===== config.mk =====
export PLATFORM = sky130hd
export DESIGN_NAME = banco_registradores_sb_flat
export DESIGN_NICKNAME = d
export VERILOG_FILES = /design/src/rtl/nrisc_pkg.sv /design/src/rtl/banco_registradores_sb_if.sv /design/src/rtl/sb_contador_pendentes.sv /design/src/rtl/banco_registradores_sb.sv /design/src/flat_wrapper.sv
export SDC_FILE = /design/constraint.sdc
export NUM_CORES = 1
export LEC_CHECK = 0
export CORE_MARGIN = 2
export CORE_UTILIZATION = 50
export DETAILED_ROUTE_END_ITERATION = 12
export GPL_TIMING_DRIVEN = 1
export PLACE_DENSITY = 0.82
export RECOVER_POWER = 50
export SYNTH_ARGS = -nofsm -noshare
export SYNTH_HDL_FRONTEND = slang
export SYNTH_SLANG_ARGS = --single-unit
export TNS_END_PERCENT = 5

===== constraint.sdc =====
create_clock -name Clock -period 2.7 [get_ports Clock]
set_input_delay 0.54 -clock Clock [delete_from_list [all_inputs] [get_ports Clock]]
set_output_delay 0.54 -clock Clock [all_outputs]
set_load 0.01 [all_outputs]

===== src/rtl/nrisc_pkg.sv =====
// nrisc_pkg: shared nRisc constants for the register bank and its pending scoreboard.
package nrisc_pkg;
  localparam int LARGURA_PADRAO = 8;
  localparam int NUM_REGS_PADRAO = 16;
  localparam int R0_ZERO = 0;
  localparam int REG_A0 = 10;
endpackage


===== src/rtl/banco_registradores_sb_if.sv =====
// banco_registradores_sb_if: decode-side read/write/reserve bus of the register bank.
interface banco_registradores_sb_if
  import nrisc_pkg::*;
#(
  parameter int LARGURA = LARGURA_PADRAO,
  parameter int NUM_REGS = NUM_REGS_PADRAO
);
  localparam int ADDR_W = $clog2(NUM_REGS);
  logic [ADDR_W-1:0] RegLido1, RegLido2, RegEscrito, RegReserva;
  logic [LARGURA-1:0] DadoLido1, DadoLido2, DadoEscrito, Dadoa0;
  logic Pronto1, Pronto2, EscReg, Reserva;
  logic [ADDR_W:0] Ocupados;
  modport master (
    output RegLido1, RegLido2, EscReg, RegEscrito, DadoEscrito, Reserva, RegReserva,
    input DadoLido1, DadoLido2, Pronto1, Pronto2, Dadoa0, Ocupados
  );
  modport slave (
    input RegLido1, RegLido2, EscReg, RegEscrito, DadoEscrito, Reserva, RegReserva,
    output DadoLido1, DadoLido2, Pronto1, Pronto2, Dadoa0, Ocupados
  );
endinterface


===== src/rtl/sb_contador_pendentes.sv =====
// sb_contador_pendentes: per-register pending bits plus an incremental count of set bits.
module sb_contador_pendentes
  import nrisc_pkg::*;
#(
  parameter int NUM_REGS = NUM_REGS_PADRAO,
  localparam int ADDR_W = $clog2(NUM_REGS)
) (
  input  logic                Clock,
  input  logic                Reset,
  input  logic                esc,
  input  logic [ADDR_W-1:0]   reg_esc,
  input  logic                res,
  input  logic [ADDR_W-1:0]   reg_res,
  output logic [NUM_REGS-1:0] pendente,
  output logic [ADDR_W:0]     ocupados
);
  logic sobe, desce;
  assign sobe = res && !pendente[reg_res];
  // a write clearing a bit that is re-reserved in the same edge leaves it set
  assign desce = esc && pendente[reg_esc] && !(res && reg_res == reg_esc);
  always_ff @(posedge Clock or negedge Reset)
    if (!Reset) begin
      pendente <= '0;
      ocupados <= '0;
    end else begin
      if (esc) pendente[reg_esc] <= 1'b0;
      if (res) pendente[reg_res] <= 1'b1;
      ocupados <= ocupados + (ADDR_W+1)'(sobe) - (ADDR_W+1)'(desce);
    end
endmodule


===== src/rtl/banco_registradores_sb.sv =====
// banco_registradores_sb: 2-read/1-write register bank with bypass, optional zero r0
// and a pending scoreboard so decode can stall on operands of multi-cycle producers.
module banco_registradores_sb
  import nrisc_pkg::*;
#(
  parameter int LARGURA = LARGURA_PADRAO,
  parameter int NUM_REGS = NUM_REGS_PADRAO,
  parameter bit ZERO_R0 = 1'b0,
  parameter bit BYPASS = 1'b1,
  parameter int REG_MONITOR = 0
) (
  input logic Clock,
  input logic Reset,
  banco_registradores_sb_if.slave bus
);
  localparam int ADDR_W = $clog2(NUM_REGS);
  localparam logic [ADDR_W-1:0] MON = ADDR_W'(REG_MONITOR);
  logic [NUM_REGS-1:0][LARGURA-1:0] regs;
  logic [NUM_REGS-1:0] pendente;
  logic esc, res;
  logic [1:0][ADDR_W-1:0] lido;
  logic [1:0][LARGURA-1:0] dado;
  logic [1:0] pronto;
  assign esc = bus.EscReg && !(ZERO_R0 && bus.RegEscrito == '0);
  assign res = bus.Reserva && !(ZERO_R0 && bus.RegReserva == '0);
  sb_contador_pendentes #(.NUM_REGS(NUM_REGS)) u_pend (
    .Clock    (Clock),
    .Reset    (Reset),
    .esc      (esc),
    .reg_esc  (bus.RegEscrito),
    .res      (res),
    .reg_res  (bus.RegReserva),
    .pendente (pendente),
    .ocupados (bus.Ocupados)
  );
  always_ff @(posedge Clock or negedge Reset)
    if (!Reset) regs <= '0;
    else if (esc) regs[bus.RegEscrito] <= bus.DadoEscrito;
  assign lido = {bus.RegLido2, bus.RegLido1};
  for (genvar p = 0; p < 2; p++) begin : g_rd
    logic zero, fwd;
    assign zero = ZERO_R0 && lido[p] == '0;
    // the resolving write is consumed in its own cycle, even if re-reserved
    assign fwd = BYPASS && esc && bus.RegEscrito == lido[p];
    assign dado[p] = zero ? '0 : fwd ? bus.DadoEscrito : regs[lido[p]];
    assign pronto[p] = zero || fwd || !pendente[lido[p]];
  end
  assign bus.DadoLido1 = dado[0];
  assign bus.DadoLido2 = dado[1];
  assign bus.Pronto1 = pronto[0];
  assign bus.Pronto2 = pronto[1];
  assign bus.Dadoa0 = (ZERO_R0 && MON == '0) ? '0 : regs[MON];
endmodule


===== src/flat_wrapper.sv =====
// flat-port wrapper written by rule: the top's interface ports become plain ports
module banco_registradores_sb_flat import nrisc_pkg::*;
#(
  parameter int LARGURA = LARGURA_PADRAO,
  parameter int NUM_REGS = NUM_REGS_PADRAO,
  parameter bit ZERO_R0 = 1'b0,
  parameter bit BYPASS = 1'b1,
  parameter int REG_MONITOR = 0
)
  (Clock, Reset, bus_RegLido1, bus_RegLido2, bus_EscReg, bus_RegEscrito, bus_DadoEscrito, bus_Reserva, bus_RegReserva, bus_DadoLido1, bus_DadoLido2, bus_Pronto1, bus_Pronto2, bus_Dadoa0, bus_Ocupados);
  banco_registradores_sb_if #(.LARGURA(LARGURA), .NUM_REGS(NUM_REGS)) bus_i ();
  input logic Clock;
  input logic Reset;
  input wire logic [$bits(bus_i.RegLido1)-1:0] bus_RegLido1;
  input wire logic [$bits(bus_i.RegLido2)-1:0] bus_RegLido2;
  input wire logic [$bits(bus_i.EscReg)-1:0] bus_EscReg;
  input wire logic [$bits(bus_i.RegEscrito)-1:0] bus_RegEscrito;
  input wire logic [$bits(bus_i.DadoEscrito)-1:0] bus_DadoEscrito;
  input wire logic [$bits(bus_i.Reserva)-1:0] bus_Reserva;
  input wire logic [$bits(bus_i.RegReserva)-1:0] bus_RegReserva;
  output wire logic [$bits(bus_i.DadoLido1)-1:0] bus_DadoLido1;
  output wire logic [$bits(bus_i.DadoLido2)-1:0] bus_DadoLido2;
  output wire logic [$bits(bus_i.Pronto1)-1:0] bus_Pronto1;
  output wire logic [$bits(bus_i.Pronto2)-1:0] bus_Pronto2;
  output wire logic [$bits(bus_i.Dadoa0)-1:0] bus_Dadoa0;
  output wire logic [$bits(bus_i.Ocupados)-1:0] bus_Ocupados;
  assign bus_i.RegLido1 = bus_RegLido1;
  assign bus_i.RegLido2 = bus_RegLido2;
  assign bus_i.EscReg = bus_EscReg;
  assign bus_i.RegEscrito = bus_RegEscrito;
  assign bus_i.DadoEscrito = bus_DadoEscrito;
  assign bus_i.Reserva = bus_Reserva;
  assign bus_i.RegReserva = bus_RegReserva;
  assign bus_DadoLido1 = bus_i.DadoLido1;
  assign bus_DadoLido2 = bus_i.DadoLido2;
  assign bus_Pronto1 = bus_i.Pronto1;
  assign bus_Pronto2 = bus_i.Pronto2;
  assign bus_Dadoa0 = bus_i.Dadoa0;
  assign bus_Ocupados = bus_i.Ocupados;
  banco_registradores_sb #(.LARGURA(LARGURA), .NUM_REGS(NUM_REGS), .ZERO_R0(ZERO_R0), .BYPASS(BYPASS), .REG_MONITOR(REG_MONITOR)) u_core (.Clock(Clock), .Reset(Reset), .bus(bus_i));
endmodule

* Word level (Yosys, flattened, before mapping)
Index checks and enable logic that the tools add are counted.
** Word-level totals
- Register bits :: 149
- Input bits :: 28
- Output and inout bits :: 31
- Logic and storage cells :: 69
** Operators by class
- $add $sub $neg :: 2
- Magnitude comparators :: 6
- Equality and inequality tests :: 3
- Mux-type cells :: 23
- Bitwise gates (word level) :: 3
- Reductions and logical operators :: 14
** Operators with widths (count)
- 128-bit bitwise mux :: 1
- 8-bit binary-select mux with 4-bit select :: 2
- 8-bit two-way mux :: 5
- 8-bit demux with 4-bit select :: 1
- 16-bit two-way mux :: 2
- 4-bit by 5-bit less-than comparator with 1-bit output (second input constant) :: 4
- 16-bit bitwise AND :: 1
- 1-bit binary-select mux with 4-bit select :: 4
- 16-bit inverter :: 1
- 16-bit bitwise OR :: 1
- 4-bit == test :: 3
- 1-bit demux with 4-bit select :: 2
- 4-bit by 1-bit >= comparator with 1-bit output (second input constant) :: 2
- 1-bit logical AND :: 8
- 1-bit two-way mux :: 6
- 5-bit by 1-bit adder with 5-bit output :: 1
- 5-bit by 1-bit subtractor with 5-bit output :: 1
- 1-bit zero test :: 4
- 1-bit logical OR :: 2

* Logic depth before layout (Yosys ltp)
Gate-level depths: netlist (run 1).
- Depth after elaboration :: 9
- Depth in mapped cells :: 14
- Gate-level depth less buffers :: 13

* By module
Synthesis (run 1) repeated with hierarchy kept, for this count alone.
** Second synthesis, totals
- Cell total of the unflattened synthesis :: 605
- Area, all modules :: 9107.5 um^2
** By module, submodules not included
- banco_registradores_sb :: instances 1, cells each 483, area an instance 7775.0 um^2, seq. area each 3203.1 um^2
- sb_contador_pendentes :: instances 1, cells each 122, area an instance 1332.5 um^2, seq. area each 525.5 um^2

* Worst setup path after synthesis (run 1)
Ideal clock, no wire load.
- Path type :: input port to flip-flop
- Start :: input bus_RegReserva[0]
- End :: register u_core.u_pend.ocupados[4]
- Library setup time :: 125 ps
- Data arrival time :: 3074 ps
- Required time :: 2575 ps
- Slack :: -499 ps
- Stages on the path :: 13
- Buffers on the path :: 1
- Cells stage by stage :: buf_2 > mux4_2 > mux4_2 > nand2b_1 > ha_1 > inv_1 > ha_1 > inv_1 > fa_1 > inv_1 > a21o_1 > a21oi_1 > xnor2_1
** Between the ends
- Longest elaborated chain between the ends :: 6
- Elaborated cells between the ends (all ways) :: 10
- Those cells by class :: 2 x add/sub; 1 x eq/ne; 2 x mux; 5 x reduce/logical
** RTL lines
- start, declared :: RTL line flat_wrapper.sv:20 : input wire logic [$bits(bus_i.RegReserva)-1:0] bus_RegReserva;
- 1-bit binary-select mux with 4-bit select :: RTL line sb_contador_pendentes.sv:18 : assign sobe = res && !pendente[reg_res];
- 1-bit two-way mux (implied by the code) :: RTL line sb_contador_pendentes.sv:18
- 1-bit zero test :: RTL line sb_contador_pendentes.sv:18
- 1-bit logical AND :: RTL line sb_contador_pendentes.sv:18
- 5-bit by 1-bit adder with 5-bit output :: RTL line sb_contador_pendentes.sv:28 : ocupados <= ocupados + (ADDR_W+1)'(sobe) - (ADDR_W+1)'(desce);
- 5-bit by 1-bit subtractor with 5-bit output * :: RTL line sb_contador_pendentes.sv:28
- end signal, assigned :: RTL line sb_contador_pendentes.sv:28
- end, declared :: RTL line sb_contador_pendentes.sv:15 : output logic [ADDR_W:0] ocupados
Every way passes the cells marked *; elsewhere a longest branch is shown, timed or not. The select of a mux whose other input is x is not followed.
A chain may end at the register's enable or synchronous reset.

* Final worst setup path (run 1)
- Start :: register u_core.u_pend.pendente[8]
- End :: register u_core.u_pend.ocupados[4]
** Between the ends
- Longest elaborated chain between the ends :: 6
- Elaborated cells between the ends (all ways) :: 10
- Those cells by class :: 2 x add/sub; 4 x mux; 4 x reduce/logical
** RTL lines
- start, declared :: RTL line sb_contador_pendentes.sv:14 : output logic [NUM_REGS-1:0] pendente,
- start signal, assigned :: RTL line sb_contador_pendentes.sv:23 : pendente <= '0;
- start signal, assigned by index :: RTL line sb_contador_pendentes.sv:26 : if (esc) pendente[reg_esc] <= 1'b0;
- start signal, assigned by index :: RTL line sb_contador_pendentes.sv:27 : if (res) pendente[reg_res] <= 1'b1;
- 1-bit binary-select mux with 4-bit select :: RTL line sb_contador_pendentes.sv:18
- 1-bit two-way mux (implied by the code) :: RTL line sb_contador_pendentes.sv:18
- 1-bit zero test :: RTL line sb_contador_pendentes.sv:18
- 1-bit logical AND :: RTL line sb_contador_pendentes.sv:18
- 5-bit by 1-bit adder with 5-bit output :: RTL line sb_contador_pendentes.sv:28
- 5-bit by 1-bit subtractor with 5-bit output * :: RTL line sb_contador_pendentes.sv:28
Marked as above.

==> results of run 1 <==
-- cell usage in the layout (no fill, tap or decap), types with 3 or more instances in the layout --
| master | netlist | final |
|---|---|---|
| dlygate4sd2_1 | 0 | 5 |
| clkinvlp_4 | 0 | 4 |
| o21ai_0 | 18 | 18 |
| nor2_1 | 5 | 5 |
| clkbuf_16 | 0 | 17 |
| clkbuf_2 | 0 | 4 |
| mux4_2 | 80 | 81 |
| inv_1 | 11 | 8 |
| dfrtp_1 | 149 | 149 |
| nand2b_1 | 5 | 4 |
| mux2_2 | 144 | 134 |
| a32o_1 | 4 | 4 |
| clkdlybuf4s50_1 | 0 | 23 |
| buf_4 | 14 | 99 |
| nor2_2 | 5 | 5 |
| buf_2 | 13 | 12 |
| nor2b_1 | 3 | 3 |
| nand2_1 | 9 | 8 |
| inv_6 | 0 | 3 |
| mux2_4 | 0 | 10 |
| mux2i_2 | 0 | 11 |
| nand3b_1 | 4 | 4 |
| clkdlybuf4s15_2 | 0 | 4 |
| nand3_1 | 3 | 3 |
| xor2_1 | 9 | 8 |
| buf_6 | 3 | 16 |
| mux2i_1 | 50 | 38 |
| ha_1 | 5 | 3 |
| xnor2_1 | 7 | 6 |
| buf_12 | 0 | 14 |
-- registers in the layout (all words and copies together) (netlist names) --
signal                  cells
u_core.u_pend.pendente     16
u_core.u_pend.ocupados      5
u_core.bus.Dadoa0           8
u_core.regs               120
-- metrics by stage --
stage | total power [mW] | instance area (um^2) | worst slack [ps] | util [%]
2_1_floorplan | 4.87 | 8810 | -294 | -
3_3_place_gp | 5.74 | 10400 | -975 | 60.3
3_5_place_dp | 5.92 | 10400 | -1070 | 60.3
4_1_cts | 8.40 | 11200 | -135 | 65.2
5_1_grt | 8.82 | 11200 | -236 | 65.2
6_report | 8.40 | 11200 | -132 | 65.2
-- routing by layer --
layer	wire length (um)	track usage [%]	part of all wire, %	vias up
li1	-	-	-	2551
met1	9760	37.1	40	3203
met2	12600	47.9	51	251
met3	1460	6.71	6.0	63
met4	743	10.0	3.0	0
met5	0	0	0	-
-- cell type report --
cell class / instances / area (um^2)
well taps: 225 / 282
clock buffers: 19 / 443
flip-flops and latches: 149 / 3730
multi-input cells: 374 / 4840
repair buffers: 184 / 1710
fillers: 1234 / 5990
inverters: 11 / 43.8
clock inverters: 12 / 145
-- final timing paths --
| check | cells past startpoint | slack, ps | from | end |
|---|---|---|---|---|
| max in group asynchronous | 2 | 380 | Reset | u_core.regs[11] |
| worst min-delay path | 1 | 530 | u_core.regs[78] | u_core.regs[78] |
| min in group asynchronous | 1 | 560 | Reset | u_core.u_pend.pendente[8] |
| worst max register to register | 13 | -130 | u_core.u_pend.pendente[8] | u_core.u_pend.ocupados[4] |
| worst max-delay path | 13 | -130 | u_core.u_pend.pendente[8] | u_core.u_pend.ocupados[4] |
| worst min register to register | 1 | 530 | u_core.regs[78] | u_core.regs[78] |
-- critical path, cell delays in order (launching register included) --
cell      delay (ps)
dfrtp_1          390
buf_6            130
mux4_2           450
mux4_2           460
nand2b_4         160
ha_4             240
inv_4             50
ha_4             120
inv_2             30
fa_2             330
inv_1             60
a21o_1           120
a21oi_2           60
xnor2_1          120
-- power by group through the flow --
stage / registers [mW] / clock network (mW) / logic [mW]
finish: 3.24 / 2.38 / 2.79
global route: 3.30 / 2.52 / 3.00
CTS: 3.22 / 2.41 / 2.77
detailed placement: 3.25 / 0 / 2.67
global placement: 3.17 / 0 / 2.57
floorplan: 3.12 / 0 / 1.75
-- cell usage after synthesis (3+ instances only) --
cell type	number	area, um^2
a32o_1	4	40.0
buf_2	13	65.1
buf_4	14	105
buf_6	3	33.8
clkbuf_1	23	86.3
dfrtp_1	149	3730
ha_1	5	62.6
inv_1	11	41.3
mux2_2	144	1620
mux2i_1	50	500
mux4_2	80	1800
nand2_1	9	33.8
nand2b_1	5	31.3
nand3_1	3	15.0
nand3b_1	4	30.0
nor2_1	5	18.8
nor2_2	5	31.3
nor2b_1	3	18.8
o21ai_0	18	90.1
xnor2_1	7	61.3
xor2_1	9	78.8
-- cell families after synthesis --
| family | Yosys count | synth area share [%] |
|---|---|---|
| mux | 276 | 45.5 |
| xor+xnor | 16 | 1.60 |
| compound gates | 33 | 2.42 |
| fa+ha+maj | 6 | 0.944 |
| buf+inv | 66 | 3.88 |
| simple gates | 43 | 3.06 |
| flops | 149 | 42.6 |
-- repair_timing --
item                                    in CTS  in global routing
resized for setup                          152                  8
gates cloned                                 3                  0
endpoints found under the setup margin      22                 22
setup buffers                                9                  1
pin swaps                                   12                  2
==> metrics.txt, run 1 <==
# TYPE chip_impl_metric gauge
chip_impl_metric{name="timing.hold.ws",unit="ps"} 528
chip_impl_metric{name="power_frac_comb",unit="%"} 33.2
chip_impl_metric{name="clk_latency",unit="ps"} 420
chip_impl_info{name="worstSetupStartpointType",value="flip-flop"} 1
chip_impl_metric{name="postSynthAreaPerCell",unit="um^2"} 14.8
chip_impl_metric{name="ys_seq_elements",unit=""} 149
chip_impl_info{name="timing.setup.critical_path_class",value="flip-flop to flip-flop"} 1
chip_impl_info{name="run_status",value="finished, violations left"} 1
chip_impl_info{name="failed_checks",value="capacitance limit, slew limit, setup timing"} 1
chip_impl_metric{name="hold_viol",unit=""} 0
chip_impl_metric{name="clk_path_buf_depth",unit=""} 2
chip_impl_metric{name="period_share",unit="%"} 105
chip_impl_info{name="root_buffer",value="clkbuf_16"} 1
chip_impl_info{name="ys_dominant_reg_cell",value="dfrtp_1"} 1
chip_impl_metric{name="antenna_cells_inserted",unit=""} 0
chip_impl_metric{name="cp_max_fo",unit=""} 3
chip_impl_metric{name="synth_seq_area_share",unit="%"} 42.6
chip_impl_metric{name="synth.yosys.warnings",unit=""} 0
chip_impl_metric{name="cts-buffers-inserted",unit=""} 17
chip_impl_metric{name="drt_pre_antenna_iters",unit=""} 5
chip_impl_metric{name="setup_total_negative_slack",unit="ps"} -651
chip_impl_metric{name="numClockSinks",unit=""} 149
chip_impl_metric{name="floorplan.die.height",unit="um"} 136
chip_impl_metric{name="p_switching",unit="mW"} 2.51
chip_impl_metric{name="initialDrtViolationCount",unit=""} 482
chip_impl_metric{name="vias",unit=""} 6068
chip_impl_metric{name="io-pin-count",unit=""} 59
chip_impl_metric{name="final_net_count",unit=""} 771
chip_impl_metric{name="dp_cells",unit=""} 930
chip_impl_metric{name="timing.max_cap.violations",unit=""} 1
chip_impl_metric{name="crit_arrival",unit="ps"} 3140
chip_impl_metric{name="synth_async_sr_flop_share",unit="%"} 100
chip_impl_metric{name="final_max_slew_viol_count",unit=""} 70
chip_impl_metric{name="antenna_found_initial",unit=""} 1
chip_impl_metric{name="wire_per_inst",unit="um"} 25.2
chip_impl_metric{name="grt_first_pass_wirelength",unit="um"} 39100
chip_impl_metric{name="drt-vias-per-instance",unit=""} 6.23
chip_impl_metric{name="synth_area",unit="um^2"} 8750
chip_impl_metric{name="first_global_vias",unit=""} 6626
chip_impl_metric{name="grt_overflow",unit=""} 0
chip_impl_info{name="cts_tree",value="done"} 1
chip_impl_metric{name="die_w",unit="um"} 136
chip_impl_metric{name="timing.max_slew.rel_slack",unit="%"} -18.1
chip_impl_metric{name="route.antenna.remaining_nets",unit=""} 0
chip_impl_metric{name="layout_cells_sized_above_1",unit="%"} 58.9
chip_impl_metric{name="fmaxAchievable",unit="MHz"} 353
chip_impl_metric{name="layout.cells.non_filler",unit=""} 974
chip_impl_metric{name="grt_use_total",unit="%"} 28.8
chip_impl_metric{name="share_clk_of_total_power",unit="%"} 28.3
chip_impl_metric{name="std_cell_rows",unit=""} 48
chip_impl_metric{name="synthesis.instances",unit=""} 589
chip_impl_info{name="rsz_0062_raised_after_global_routing",value="yes"} 1
chip_impl_metric{name="gpl.final_weighted_congestion",unit=""} 0.905
chip_impl_metric{name="drc",unit=""} 0
chip_impl_metric{name="worst-endpoint-required",unit="ps"} 3010
chip_impl_metric{name="total_of_endpoints_with_negative_setup_slack_in_the_final_report",unit=""} 16
chip_impl_metric{name="setup_slack",unit="ps"} -132
chip_impl_metric{name="clkTransAtPathRegs",unit="ps"} 60
chip_impl_metric{name="vdd_drop_max",unit="mV"} 0.630
chip_impl_metric{name="area_growth",unit="%"} 28.0
chip_impl_metric{name="switching_share",unit="%"} 29.9
chip_impl_metric{name="post_route_clock_skew",unit="ps"} 5.28
chip_impl_metric{name="ys_types",unit=""} 36
chip_impl_metric{name="power_per_cell_area",unit="nW/um^2"} 751
chip_impl_metric{name="tmin_final",unit="ps"} 2830
chip_impl_metric{name="die_area",unit="um^2"} 18600
chip_impl_metric{name="io_buffer_count",unit=""} 58
chip_impl_metric{name="hpwl",unit="um"} 16800
chip_impl_metric{name="count_of_flip_flops_with_a_built_in_enable_after_synthesis",unit=""} 0
chip_impl_metric{name="floorplan.core_area",unit="um^2"} 17200
chip_impl_metric{name="cell_internal_pwr",unit="mW"} 5.89
chip_impl_metric{name="power.leakage",unit="nW"} 4.80
chip_impl_metric{name="start_util",unit="%"} 50.9
chip_impl_metric{name="power_frac_seq",unit="%"} 38.5
chip_impl_metric{name="ctsHtreeMaxLevel",unit=""} 4
chip_impl_info{name="hp-class",value="flip-flop to flip-flop"} 1
chip_impl_info{name="worstSetupEndpointType",value="flip-flop"} 1
chip_impl_metric{name="synthesis.nets",unit=""} 623
chip_impl_metric{name="ctsHoldBuffers",unit=""} 0
chip_impl_metric{name="worst_pin_slew",unit="ps"} 1770
chip_impl_metric{name="wl",unit="um"} 24600
chip_impl_metric{name="grt_max_degree",unit=""} 70
Power figures use the tool's default switching activity.
==> inputs of run 2 (changes only) <==
- CORE_ASPECT_RATIO: not set -> 0.75
==> run 2 against run 1 <==
  * The flow finishes with violations (setup timing)
  * Routed wire length fell by 2.0%
  * Setup slack gained 18 ps
  * Clock-buffer cell count unchanged
  * Largest power group unchanged
==> metrics.txt, run 2 (synthesized netlist as in run 1, its figures left out) <==
# TYPE chip_impl_metric gauge
chip_impl_metric{name="first_global_vias",unit=""} 6614
chip_impl_metric{name="clk_path_buf_depth",unit=""} 2
chip_impl_metric{name="grt_overflow",unit=""} 0
chip_impl_metric{name="wire_per_inst",unit="um"} 24.4
chip_impl_metric{name="grt_max_degree",unit=""} 57
chip_impl_metric{name="period_share",unit="%"} 104
chip_impl_metric{name="vdd_drop_max",unit="mV"} 0.456
chip_impl_info{name="timing.setup.critical_path_class",value="input pin to primary output"} 1
chip_impl_info{name="cts_tree",value="done"} 1
chip_impl_info{name="root_buffer",value="clkbuf_16"} 1
chip_impl_info{name="hp-class",value="input pin to asynchronous set/reset pin"} 1
chip_impl_metric{name="worst-r2r-setup-slack",unit="ps"} -80
chip_impl_metric{name="setup_slack",unit="ps"} -115
chip_impl_metric{name="tmin_final",unit="ps"} 2810
chip_impl_metric{name="final_max_slew_viol_count",unit=""} 0
chip_impl_metric{name="grt_first_pass_wirelength",unit="um"} 37900
chip_impl_info{name="worstSetupEndpointType",value="primary output"} 1
chip_impl_metric{name="clkTransAtPathRegs",unit="ps"} 60
chip_impl_metric{name="crit_arrival",unit="ps"} 2270
chip_impl_metric{name="hpwl",unit="um"} 16700
chip_impl_metric{name="ctsHtreeMaxLevel",unit=""} 4
chip_impl_info{name="run_status",value="finished, violations left"} 1
chip_impl_metric{name="drt-vias-per-instance",unit=""} 6.16
chip_impl_info{name="rsz_0062_raised_after_global_routing",value="yes"} 1
chip_impl_metric{name="fmaxAchievable",unit="MHz"} 355
chip_impl_metric{name="power_per_cell_area",unit="nW/um^2"} 728
chip_impl_metric{name="worst_pin_slew",unit="ps"} 1470
chip_impl_metric{name="post_route_clock_skew",unit="ps"} 2.49
chip_impl_metric{name="largest_reg_flops",unit=""} 120
chip_impl_metric{name="cp_max_fo",unit=""} 5
chip_impl_metric{name="layout.cells.non_filler",unit=""} 987
chip_impl_metric{name="floorplan.core_area",unit="um^2"} 17000
chip_impl_metric{name="numClockSinks",unit=""} 149
chip_impl_metric{name="hold_viol",unit=""} 0
chip_impl_metric{name="grt_use_total",unit="%"} 27.9
chip_impl_metric{name="cts-buffers-inserted",unit=""} 17
chip_impl_metric{name="antenna_cells_inserted",unit=""} 0
chip_impl_metric{name="worst-endpoint-required",unit="ps"} 2160
chip_impl_info{name="regMostFlops",value="u_core.regs"} 1
chip_impl_metric{name="gpl.final_weighted_congestion",unit=""} 0.897
chip_impl_metric{name="timing.max_slew.rel_slack",unit="%"} 1.67
chip_impl_metric{name="initialDrtViolationCount",unit=""} 365
chip_impl_metric{name="wl",unit="um"} 24100
chip_impl_info{name="failed_checks",value="setup timing"} 1
chip_impl_metric{name="route.antenna.remaining_nets",unit=""} 0
chip_impl_metric{name="fillerInstances",unit=""} 1205
chip_impl_metric{name="layout_cells_sized_above_1",unit="%"} 58.3
chip_impl_metric{name="die_area",unit="um^2"} 18600
chip_impl_metric{name="dp_cells",unit=""} 934
chip_impl_metric{name="io-pin-count",unit=""} 59
chip_impl_metric{name="io_buffer_count",unit=""} 58
chip_impl_metric{name="finish.utilization",unit="%"} 66.0
chip_impl_metric{name="power",unit="mW"} 8.15
chip_impl_metric{name="die_w",unit="um"} 157
chip_impl_metric{name="final_net_count",unit=""} 772
chip_impl_metric{name="vias",unit=""} 6080
chip_impl_metric{name="antenna_found_initial",unit=""} 0
chip_impl_metric{name="start_util",unit="%"} 51.5
chip_impl_info{name="layout_commonest_cell",value="dfrtp_1"} 1
chip_impl_metric{name="drt_pre_antenna_iters",unit=""} 6
chip_impl_metric{name="timing.max_cap.violations",unit=""} 0
chip_impl_info{name="mostFrequentLayoutCells",value="dfrtp_1 (149), mux2_2 (143), buf_4 (90)"} 1
chip_impl_metric{name="floorplan.die.height",unit="um"} 119
chip_impl_metric{name="clk_latency",unit="ps"} 430
chip_impl_metric{name="total_of_endpoints_with_negative_setup_slack_in_the_final_report",unit=""} 15
chip_impl_metric{name="area_growth",unit="%"} 28.1
chip_impl_metric{name="power.leakage",unit="nW"} 4.78
chip_impl_metric{name="drc",unit=""} 0
chip_impl_info{name="worstSetupStartpointType",value="input pin"} 1
chip_impl_metric{name="std_cell_rows",unit=""} 41
chip_impl_metric{name="setup_total_negative_slack",unit="ps"} -1130
run 2: cell count changes in the layout (fill, tap and decap cells not counted), sizes merged, moves of 2 or more:
cell    before  now
clkinv       2    5
buf        145  142
bufinv       2    0
clkbuf      24   28
run 2: critical path, cell delays in order:
cell             delay, ps
clkdlybuf4s25_1        350
xor2_2                 230
nor4_4                 360
buf_12                 170
buf_4                  130
mux2_2                 340
buf_2                  140
run 2: power by group:
group / internal [mW] / leakage, nW / switching, mW
clock network: 1.21 / 0.258 / 1.01
registers: 2.78 / 1.82 / 0.442
logic: 1.66 / 2.71 / 1.04
run 2: area by class of cell:
class / count / area (um^2) / share of cell area (%)
repair buffers: 185 / 1780 / 15.9
multi-input cells: 374 / 4810 / 43.0
inverters: 11 / 41.3 / 0.369
flip-flops and latches: 149 / 3730 / 33.3
well taps: 236 / 295 / 2.64
clock buffers: 19 / 443 / 3.95
clock inverters: 13 / 100 / 0.894
run 2: worst paths after layout:
kind,from,endpoint,cells after the start
setup / recovery,bus_RegEscrito[2],bus_DadoLido1[4],7
max in group asynchronous,Reset,u_core.regs[28],2
hold reg to reg,u_core.regs[119],u_core.regs[119],1
setup reg to reg,u_core.u_pend.pendente[11],u_core.u_pend.ocupados[4],12
hold / removal,Reset,u_core.u_pend.pendente[12],1
min in group Clock,u_core.regs[119],u_core.regs[119],1
run 2: routing by layer:
layer / share of wire (%) / global-route usage, % / up-vias
li1: - / - / 2571
met1: 42 / 36.5 / 3228
met2: 50 / 45.8 / 234
met3: 5.6 / 6.05 / 47
met4: 2.4 / 10.4 / 0
met5: 0 / 0 / -
run 2: what timing repair did:
action	4_1_cts	5_1_grt
pin swaps	9	3
setup endpoints to repair	22	20
gates resized for setup	135	11
gates cloned	3	0
buffers inserted	18	0
hold buffers	0	0
run 2: through the flow:
step	instance area [um^2]	setup WS [ps]	hold slack (ps)
after global placement	10400	-981	498
after CTS	11200	-78.9	88.9
after floorplan	8810	-294	244
after global routing	11200	-176	542
after detailed placement	10400	-1050	512
final	11200	-115	459
==> inputs of run 3 (changes only) <==
- HOLD_SLACK_MARGIN: not set -> 0.06
==> results of run 3 <==
The final DEF is identical to that of run 2; final timing and power are the same.
